File: config.mk
export PLATFORM = sky130hd
export DESIGN_NAME = instr_encoder_loader
export DESIGN_NICKNAME = d
export VERILOG_FILES = /design/src/rtl/rv_isa_pkg.sv /design/src/rtl/instr_fifo.sv /design/src/rtl/instr_encoder_loader.sv
export SDC_FILE = /design/constraint.sdc
export NUM_CORES = 1
export LEC_CHECK = 0
export CAP_MARGIN = 20
export CORE_ASPECT_RATIO = 0.9
export CORE_MARGIN = 3
export CORE_UTILIZATION = 52
export DETAILED_ROUTE_END_ITERATION = 16
export PLACE_DENSITY = 0.87
export SYNTH_ARGS = -nofsm -noshare
export SYNTH_HDL_FRONTEND = slang
export SYNTH_HIERARCHICAL = 1
export SYNTH_SLANG_ARGS = --single-unit
File: constraint.sdc
create_clock -name clk -period 6.5 [get_ports clk]
set_clock_uncertainty 0.05 [all_clocks]
set_input_delay 1.3 -clock clk [delete_from_list [all_inputs] [get_ports clk]]
set_output_delay 1.3 -clock clk [all_outputs]
set_load 0.02 [all_outputs]
File: src/rtl/rv_isa_pkg.sv
`default_nettype none
// ============================================================================
// Module      : rv_isa_pkg
// Description : RV32I constants shared by the instruction encoder/loader and
//               the decoder. Holds the format codes, the base opcodes and the
//               legal immediate ranges of each format.
// Revision    : 1.0 - initial release
// ============================================================================
package rv_isa_pkg;

  // Request format codes. Codes 6 and 7 are illegal.
  typedef enum logic [2:0] {
    FMT_R = 3'd0,
    FMT_I = 3'd1,
    FMT_S = 3'd2,
    FMT_B = 3'd3,
    FMT_U = 3'd4,
    FMT_J = 3'd5
  } fmt_e;

  localparam logic [6:0] OPCODE_R = 7'h33;
  localparam logic [6:0] OPCODE_I = 7'h13;
  localparam logic [6:0] OPCODE_S = 7'h23;
  localparam logic [6:0] OPCODE_B = 7'h63;
  localparam logic [6:0] OPCODE_U = 7'h37;
  localparam logic [6:0] OPCODE_J = 7'h6F;

  // Signed immediate limits. B and J additionally require an even offset.
  localparam int IMM12_MIN = -2048;
  localparam int IMM12_MAX = 2047;
  localparam int IMM13_MIN = -4096;
  localparam int IMM13_MAX = 4094;
  localparam int IMM21_MIN = -1048576;
  localparam int IMM21_MAX = 1048574;

endpackage
`default_nettype wire

File: src/rtl/instr_fifo.sv
`default_nettype none
// ============================================================================
// Module      : instr_fifo
// Description : Synchronous FIFO with occupancy count and full/empty flags.
//               Storage is cleared on reset so the read port is 0 afterwards.
// Revision    : 1.0 - initial release
// Ports       : clk, rst_n (sync, active low)
//               push_i/wdata_i  - write side (ignored when full)
//               pop_i/rdata_o   - read side, rdata_o is the head (ignored
//                                 when empty)
//               count_o, full_o, empty_o - occupancy status
// ============================================================================
module instr_fifo #(
  parameter int WIDTH = 32,
  parameter int DEPTH = 4
) (
  input  logic                     clk,
  input  logic                     rst_n,
  input  logic                     push_i,
  input  logic [WIDTH-1:0]         wdata_i,
  input  logic                     pop_i,
  output logic [WIDTH-1:0]         rdata_o,
  output logic [$clog2(DEPTH):0]   count_o,
  output logic                     full_o,
  output logic                     empty_o
);

  localparam int AW = $clog2(DEPTH);

  logic [WIDTH-1:0] mem_q [DEPTH];
  logic [AW-1:0]    wr_ptr_q;
  logic [AW-1:0]    rd_ptr_q;
  logic [AW:0]      count_q;
  logic             w_push;
  logic             w_pop;

  assign w_push = push_i && !full_o;
  assign w_pop  = pop_i && !empty_o;

  // Depth is a power of two, so the pointers wrap naturally.
  always_ff @(posedge clk) begin
    if (!rst_n) begin
      for (int i = 0; i < DEPTH; i++) begin
        mem_q[i] <= '0;
      end
      wr_ptr_q <= '0;
      rd_ptr_q <= '0;
      count_q  <= '0;
    end else begin
      if (w_push) begin
        mem_q[wr_ptr_q] <= wdata_i;
        wr_ptr_q        <= wr_ptr_q + 1'b1;
      end
      if (w_pop) begin
        rd_ptr_q <= rd_ptr_q + 1'b1;
      end
      case ({w_push, w_pop})
        2'b10:   count_q <= count_q + 1'b1;
        2'b01:   count_q <= count_q - 1'b1;
        default: count_q <= count_q;
      endcase
    end
  end

  assign rdata_o = mem_q[rd_ptr_q];
  assign count_o = count_q;
  assign full_o  = (count_q == (AW+1)'(DEPTH));
  assign empty_o = (count_q == '0);

endmodule
`default_nettype wire

File: src/rtl/instr_encoder_loader.sv
`default_nettype none
// ============================================================================
// Module      : instr_encoder_loader
// Description : Packs RV32I field requests into 32-bit instruction words and
//               writes them to IMEM at consecutive word addresses during a
//               load session (start ... stop). A small FIFO decouples request
//               acceptance from IMEM back-pressure.
// Revision    : 1.0 - initial release
// Ports       : clk, rst_n (sync, active low)
//               start/stop/base_addr        - session control
//               req_*                       - field request (valid/ready)
//               imem_we/ready/addr/wdata    - IMEM write port (valid/ready)
//               busy/done/word_count/err    - status
// ============================================================================
module instr_encoder_loader
  import rv_isa_pkg::*;
#(
  parameter int FIFO_DEPTH = 4
) (
  input  logic        clk,
  input  logic        rst_n,
  input  logic        start,
  input  logic        stop,
  input  logic [31:0] base_addr,
  input  logic        req_valid,
  output logic        req_ready,
  input  logic [2:0]  req_fmt,
  input  logic [6:0]  req_opcode,
  input  logic [2:0]  req_funct3,
  input  logic [6:0]  req_funct7,
  input  logic [4:0]  req_rd,
  input  logic [4:0]  req_rs1,
  input  logic [4:0]  req_rs2,
  input  logic [31:0] req_imm,
  output logic        imem_we,
  input  logic        imem_ready,
  output logic [31:0] imem_addr,
  output logic [31:0] imem_wdata,
  output logic        busy,
  output logic        done,
  output logic [15:0] word_count,
  output logic        err
);

  localparam int AW = $clog2(FIFO_DEPTH);

  localparam logic [1:0] S_IDLE  = 2'd0;
  localparam logic [1:0] S_RUN   = 2'd1;
  localparam logic [1:0] S_FLUSH = 2'd2;
  localparam logic [1:0] S_DONE  = 2'd3;

  logic [1:0]         state_q, state_d;
  logic [31:0]        ptr_q, ptr_d;
  logic [15:0]        wc_q, wc_d;
  logic               err_q, err_d;

  logic [AW:0]        fifo_count;
  logic               fifo_full;
  logic               fifo_empty;
  logic [31:0]        fifo_head;

  fmt_e               w_fmt;
  logic signed [31:0] w_imm;
  logic [31:0]        w_word;
  logic               w_legal;
  logic               w_accept;
  logic               w_push;
  logic               w_pop;
  logic               w_unused_addr_lsb;

  // Word alignment: the low address bits are deliberately discarded.
  assign w_unused_addr_lsb = ^base_addr[1:0];

  // --------------------------------------------------------------------------
  // Format packing and immediate range checks
  // --------------------------------------------------------------------------
  assign w_fmt = fmt_e'(req_fmt);
  assign w_imm = $signed(req_imm);

  always_comb begin
    w_word  = 32'd0;
    w_legal = 1'b0;
    case (w_fmt)
      FMT_R: begin
        w_word  = {req_funct7, req_rs2, req_rs1, req_funct3, req_rd, req_opcode};
        w_legal = 1'b1;
      end
      FMT_I: begin
        w_word  = {req_imm[11:0], req_rs1, req_funct3, req_rd, req_opcode};
        w_legal = (w_imm >= IMM12_MIN) && (w_imm <= IMM12_MAX);
      end
      FMT_S: begin
        w_word  = {req_imm[11:5], req_rs2, req_rs1, req_funct3, req_imm[4:0],
                   req_opcode};
        w_legal = (w_imm >= IMM12_MIN) && (w_imm <= IMM12_MAX);
      end
      FMT_B: begin
        w_word  = {req_imm[12], req_imm[10:5], req_rs2, req_rs1, req_funct3,
                   req_imm[4:1], req_imm[11], req_opcode};
        w_legal = (w_imm >= IMM13_MIN) && (w_imm <= IMM13_MAX) && !req_imm[0];
      end
      FMT_U: begin
        w_word  = {req_imm[31:12], req_rd, req_opcode};
        w_legal = (req_imm[11:0] == 12'd0);
      end
      FMT_J: begin
        w_word  = {req_imm[20], req_imm[10:1], req_imm[11], req_imm[19:12],
                   req_rd, req_opcode};
        w_legal = (w_imm >= IMM21_MIN) && (w_imm <= IMM21_MAX) && !req_imm[0];
      end
      default: begin
        w_word  = 32'd0;
        w_legal = 1'b0;
      end
    endcase
  end

  // Full check ignores a same-cycle pop, keeping req_ready purely registered.
  assign req_ready = (state_q == S_RUN) && !fifo_full;
  assign w_accept  = req_valid && req_ready;
  assign w_push    = w_accept && w_legal;
  assign w_pop     = imem_we && imem_ready;

  instr_fifo #(
    .WIDTH (32),
    .DEPTH (FIFO_DEPTH)
  ) u_fifo (
    .clk     (clk),
    .rst_n   (rst_n),
    .push_i  (w_push),
    .wdata_i (w_word),
    .pop_i   (w_pop),
    .rdata_o (fifo_head),
    .count_o (fifo_count),
    .full_o  (fifo_full),
    .empty_o (fifo_empty)
  );

  // --------------------------------------------------------------------------
  // Session control
  // --------------------------------------------------------------------------
  always_comb begin
    state_d = state_q;
    ptr_d   = ptr_q;
    wc_d    = wc_q;
    err_d   = err_q;

    if (w_pop) begin
      ptr_d = ptr_q + 32'd4;
      if (wc_q != 16'hFFFF) begin
        wc_d = wc_q + 16'd1;
      end
    end
    if (w_accept && !w_legal) begin
      err_d = 1'b1;
    end

    case (state_q)
      S_IDLE, S_DONE: begin
        // start wins over a simultaneous stop here.
        if (start) begin
          state_d = S_RUN;
          ptr_d   = {base_addr[31:2], 2'b00};
          wc_d    = 16'd0;
          err_d   = 1'b0;
        end
      end
      S_RUN: begin
        if (stop) begin
          state_d = S_FLUSH;
        end
      end
      S_FLUSH: begin
        // Leave as soon as the last word's handshake completes so that done
        // rises in the very next cycle.
        if (fifo_empty || ((fifo_count == (AW+1)'(1)) && w_pop)) begin
          state_d = S_DONE;
        end
      end
      default: state_d = S_IDLE;
    endcase
  end

  always_ff @(posedge clk) begin
    if (!rst_n) begin
      state_q <= S_IDLE;
      ptr_q   <= 32'd0;
      wc_q    <= 16'd0;
      err_q   <= 1'b0;
    end else begin
      state_q <= state_d;
      ptr_q   <= ptr_d;
      wc_q    <= wc_d;
      err_q   <= err_d;
    end
  end

  assign imem_we    = !fifo_empty;
  assign imem_addr  = ptr_q;
  assign imem_wdata = fifo_head;
  assign busy       = (state_q == S_RUN) || (state_q == S_FLUSH);
  assign done       = (state_q == S_DONE);
  assign word_count = wc_q;
  assign err        = err_q;

endmodule
`default_nettype wire

==> impl_metrics.yaml <==
cells_and_area:
  areaGrowthSynthToFinish_pct: 27.72
  antenna_diode_count: 0
  drive_above_1_share_pct: 10.12
  fin_nets: 1097
  post_layout_nonfiller_instances: 1238
critical_path:
  critical_path_class: "input pin to register"
  cpMaxStageDelayCell: "sky130_fd_sc_hd__clkdlybuf4s50_1"
  worstSetupStartpoint: "req_fmt[1]"
  crit-reg2reg-launch: "u_fifo/count_o[2]$_SDFFE_PN0P_"
  worst-endpoint-required_ps: 6800
  crit_chain: "clkdlybuf4s50_1 > buf_4 > xnor2_1 > nor3_1 > a22oi_1 > a21o_1 > o31ai_1 > nand2_1 > ha_1 > inv_1 > fa_1 > xor2_1 > or3_1 > a21boi_0"
  cp.arrival_ps: 5130
  setup.worst_path.start_class: "input pin"
  endpoint_kind: "register"
  reg2reg_slack_ps: 3250
  cp_slowest_stage_delay_ps: 970
  ff2ff_path_depth: 8
  worst_setup_path_endpoint: "u_fifo/count_o[2]$_SDFFE_PN0P_"
  timing.critical_path.fanout_max: 20
  r2r-end: "u_fifo/mem_q[3][29]$_DFFE_PP_"
synthesis:
  yosys_warnings: 6
  syn_area_per_cell_um2: 11.66
  syn-cell-area_mm2: 0.009407
  yosys.cell_types.count: 59
  yosys.area.top_type_share_pct: 40.86
  synth_edf_count: 128
  seq_area_frac_synth_pct: 53.21
  synth_area_leaders: "sky130_fd_sc_hd__edfxtp_1 41%, sky130_fd_sc_hd__dfxtp_1 12%, sky130_fd_sc_hd__and2_1 9.4%"
  synth_top_flop_cell: "sky130_fd_sc_hd__edfxtp_1"
  asyncSetResetFlopFracSynth_pct: 0
  synth_top_cell_by_area: "sky130_fd_sc_hd__edfxtp_1"
  yosys_register_bits: 186
  netlist_instances: 807
floorplanning:
  floorplan.die_area_mm2: 0.01974
  design.portCount: 190
  die_height_um: 133.6
  core_area_mm2: 0.01767
  dieWidth_um: 147.8
  placementRows: 46
  initial_core_util_pct: 53.24
sta:
  worst-slew-pin-transition_ps: 971.2
  clock.fmax_mhz: 207.0
  hold_violations: 0
  setup_tns_ps: 0
  grt_setup_unrepaired: "no"
  final.period_utilization_pct: 74.32
  slew_headroom_pct: 35.17
  min_period_ps: 4831
  maxSlewViolCount: 0
  report.final.setup_viol: 0
cts:
  post-cts-setup-buffer-count: 0
  cts_max_level: 4
  cts.clk_slew.worst_paths_ps: 70
  cts_max_path_buffers: 2
  cts_resized: 0
  root_buffer: "sky130_fd_sc_hd__clkbuf_16"
  cts_sink_cnt: 186
  hold_buffers: 0
  clock_latency_ps: 420
  numCtsBuffers: 17
  cts_tree: "yes"
route:
  via_count: 7048
  wl_mm: 23.61
  initial_drt_pass_iterations: 5
  viasPerCell: 5.693
  wl_per_cell_um: 19.07
  ant_nets: 0
  detail_route.iter0.violations: 638
  drcViolationCount: 0
grt:
  first_pass_grt_wire_length_mm: 36.92
  grt_overflow_total: 0
  grt_start_max_net_pins: 61
  first_global_vias: 6911
  grt_use_total_pct: 23.74
  grt_antenna_before_repair: 0
place:
  place_congestion: 0.8748
  dpl.cell_count: 1206
  post-dp-hpwl_mm: 16.24
  count_of_buffers_inserted_at_the_top_level_ports: 185
flow_run:
  max-cap-violations: 0
hold_path:
  worst_hold_path_type: "register to register"
status:
  outcome: "finished, final reports clean"
power:
  power.ir.vdd_worst_mv: 0.2522
  powerDensity_mw_per_mm2: 252.4
  static-leakage-power_nw: 4.351
[worst min-delay path by stage]
stage / from / endpoint / slack, ps / depth (start not counted)
2_1_floorplan: u_fifo/rd_ptr_q[0]$_SDFFE_PN0P_ / register / 410 / 2
3_3_place_gp: u_fifo/rd_ptr_q[0]$_SDFFE_PN0P_ / register / 420 / 2
3_5_place_dp: u_fifo/rd_ptr_q[0]$_SDFFE_PN0P_ / register / 440 / 2
4_1_cts: u_fifo/rd_ptr_q[0]$_SDFFE_PN0P_ / register / 450 / 2
5_1_grt: u_fifo/wr_ptr_q[0]$_SDFFE_PN0P_ / u_fifo/wr_ptr_q[0]$_SDFFE_PN0P_ / 470 / 2
6_report: u_fifo/rd_ptr_q[0]$_SDFFE_PN0P_ / register / 440 / 2
[layout by cell type, fill, tap and decap left out, types with 2 or more instances in the layout]
cell type                         synthesis  layout
sky130_fd_sc_hd__and4_1                   3       3
sky130_fd_sc_hd__nand4_4                  2       2
sky130_fd_sc_hd__nor3_1                  14      14
sky130_fd_sc_hd__inv_1                   29      29
sky130_fd_sc_hd__o21ai_0                 38      35
sky130_fd_sc_hd__and2_1                 141     141
sky130_fd_sc_hd__ha_1                     6       6
sky130_fd_sc_hd__xnor2_1                 21      21
sky130_fd_sc_hd__clkdlybuf4s50_1          0     185
sky130_fd_sc_hd__o22ai_1                 18      18
sky130_fd_sc_hd__edfxtp_1               128     128
sky130_fd_sc_hd__mux4_2                  32      32
sky130_fd_sc_hd__a21oi_1                 23      23
sky130_fd_sc_hd__o21a_1                   2       2
sky130_fd_sc_hd__o211a_1                 11      11
sky130_fd_sc_hd__o21ai_2                  0       3
sky130_fd_sc_hd__and3_1                  10      10
sky130_fd_sc_hd__a21o_1                   2       2
sky130_fd_sc_hd__nor4_1                   9       9
sky130_fd_sc_hd__or3_1                    9       9
sky130_fd_sc_hd__inv_6                    0       5
sky130_fd_sc_hd__conb_1                   1       2
sky130_fd_sc_hd__nand2_1                 48      48
sky130_fd_sc_hd__nand2b_1                 5       5
sky130_fd_sc_hd__nand3b_1                 5       5
sky130_fd_sc_hd__nand3_1                 22      22
sky130_fd_sc_hd__nand4_1                 19      19
sky130_fd_sc_hd__inv_8                    0       3
sky130_fd_sc_hd__buf_4                    3      19
sky130_fd_sc_hd__clkbuf_16                0      17
sky130_fd_sc_hd__xor2_1                  18      18
sky130_fd_sc_hd__dfxtp_1                 58      57
sky130_fd_sc_hd__clkinv_4                 0       5
sky130_fd_sc_hd__mux2i_1                 10      10
sky130_fd_sc_hd__nor2_1                  30      30
sky130_fd_sc_hd__nor4b_4                  2       2
sky130_fd_sc_hd__nor2b_1                  4       4
sky130_fd_sc_hd__a21boi_0                 2       2
sky130_fd_sc_hd__a22oi_1                 17      17
[state kept, by name (all words and copies together), names as in the netlist, named ones only]
name,cells
err,1
imem_addr,30
state_q,2
u_fifo/count_o,3
u_fifo/mem_q,128
u_fifo/rd_ptr_q,2
u_fifo/wr_ptr_q,2
word_count,16
[layer usage]
metal | share of wire, % | track usage [%] | vias up
li1 | - | - | 3310
met4 | 1.9 | 7.091 | 0
met2 | 47 | 38.57 | 298
met5 | 0 | 0 | -
met1 | 42 | 31.85 | 3407
met3 | 8.8 | 5.918 | 33
[cell usage after synthesis, drive strengths merged, types with 2 or more instances]
cell,n
ha,6
o22ai,18
mux2i,10
a21boi,2
and3,11
clkbuf,21
buf,25
xor2,18
and2,142
nor2b,4
and4,3
dfxtp,58
nor3,14
nand2,48
mux4,32
a21oi,23
nand4,21
nand3,22
nor2,30
nand3b,5
xnor2,21
nor4b,2
a21o,2
edfxtp,128
o21ai,38
nand2b,6
nor4,10
a22oi,17
o31ai,2
or3,9
o211a,11
o21a,2
inv,30
[cell families after synthesis]
kind of cell	share of synthesized area, %
other	0.03987
DFF	53.21
xor gates and xnor gates	3.631
buffers and inverters	4.017
muxes	8.845
and+or+nand+nor	20.94
AOI/OAI and AO/OA	8.313
adders and majority gates	1.011
[stage by stage]
stage | hold slack [ps] | setup slack (ps) | utilization, % | power [W] | instance area (µm²)
final | 441.9 | 1669 | 67.99 | 0.003032 | 12010
after global routing | 474.2 | 1454 | 67.99 | 0.003144 | 12010
after CTS | 446.9 | 1702 | 67.99 | 0.003046 | 12010
after detailed placement | 436.7 | 1292 | 64.83 | 0.002078 | 11450
after global placement | 423.5 | 1391 | 64.83 | 0.002059 | 11450
after floorplan | 410.9 | 979.8 | - | 0.001777 | 9410
[critical path, delay by kind of cell]
kind	cells	cell delay [ps]
buffers and inverters	3	1400
AOI/OAI and AO/OA	4	860
adders and majority gates	2	610
and+or+nand+nor	3	600
xor gates and xnor gates	2	370
[cell type report]
| cell class | count | area [µm²] |
|---|---|---|
| Clock buffer | 17 | 425.4 |
| Clock inverter | 15 | 133.9 |
| Fill cell | 1288 | 5655 |
| Inverter | 30 | 115.1 |
| Multi-Input combinational cell | 546 | 4039 |
| Sequential cell | 186 | 5006 |
| Tap cell | 240 | 300.3 |
| Timing Repair Buffer | 204 | 1994 |
[where the power goes]
group	total [W]	leakage (nW)	internal (W)	switching, W
logic	0.000625	2.28	0.000291	0.000334
registers	0.00143	1.80	0.00135	0.0000782
clock network	0.000978	0.275	0.000505	0.000472
Power figures use the tool's default switching activity.
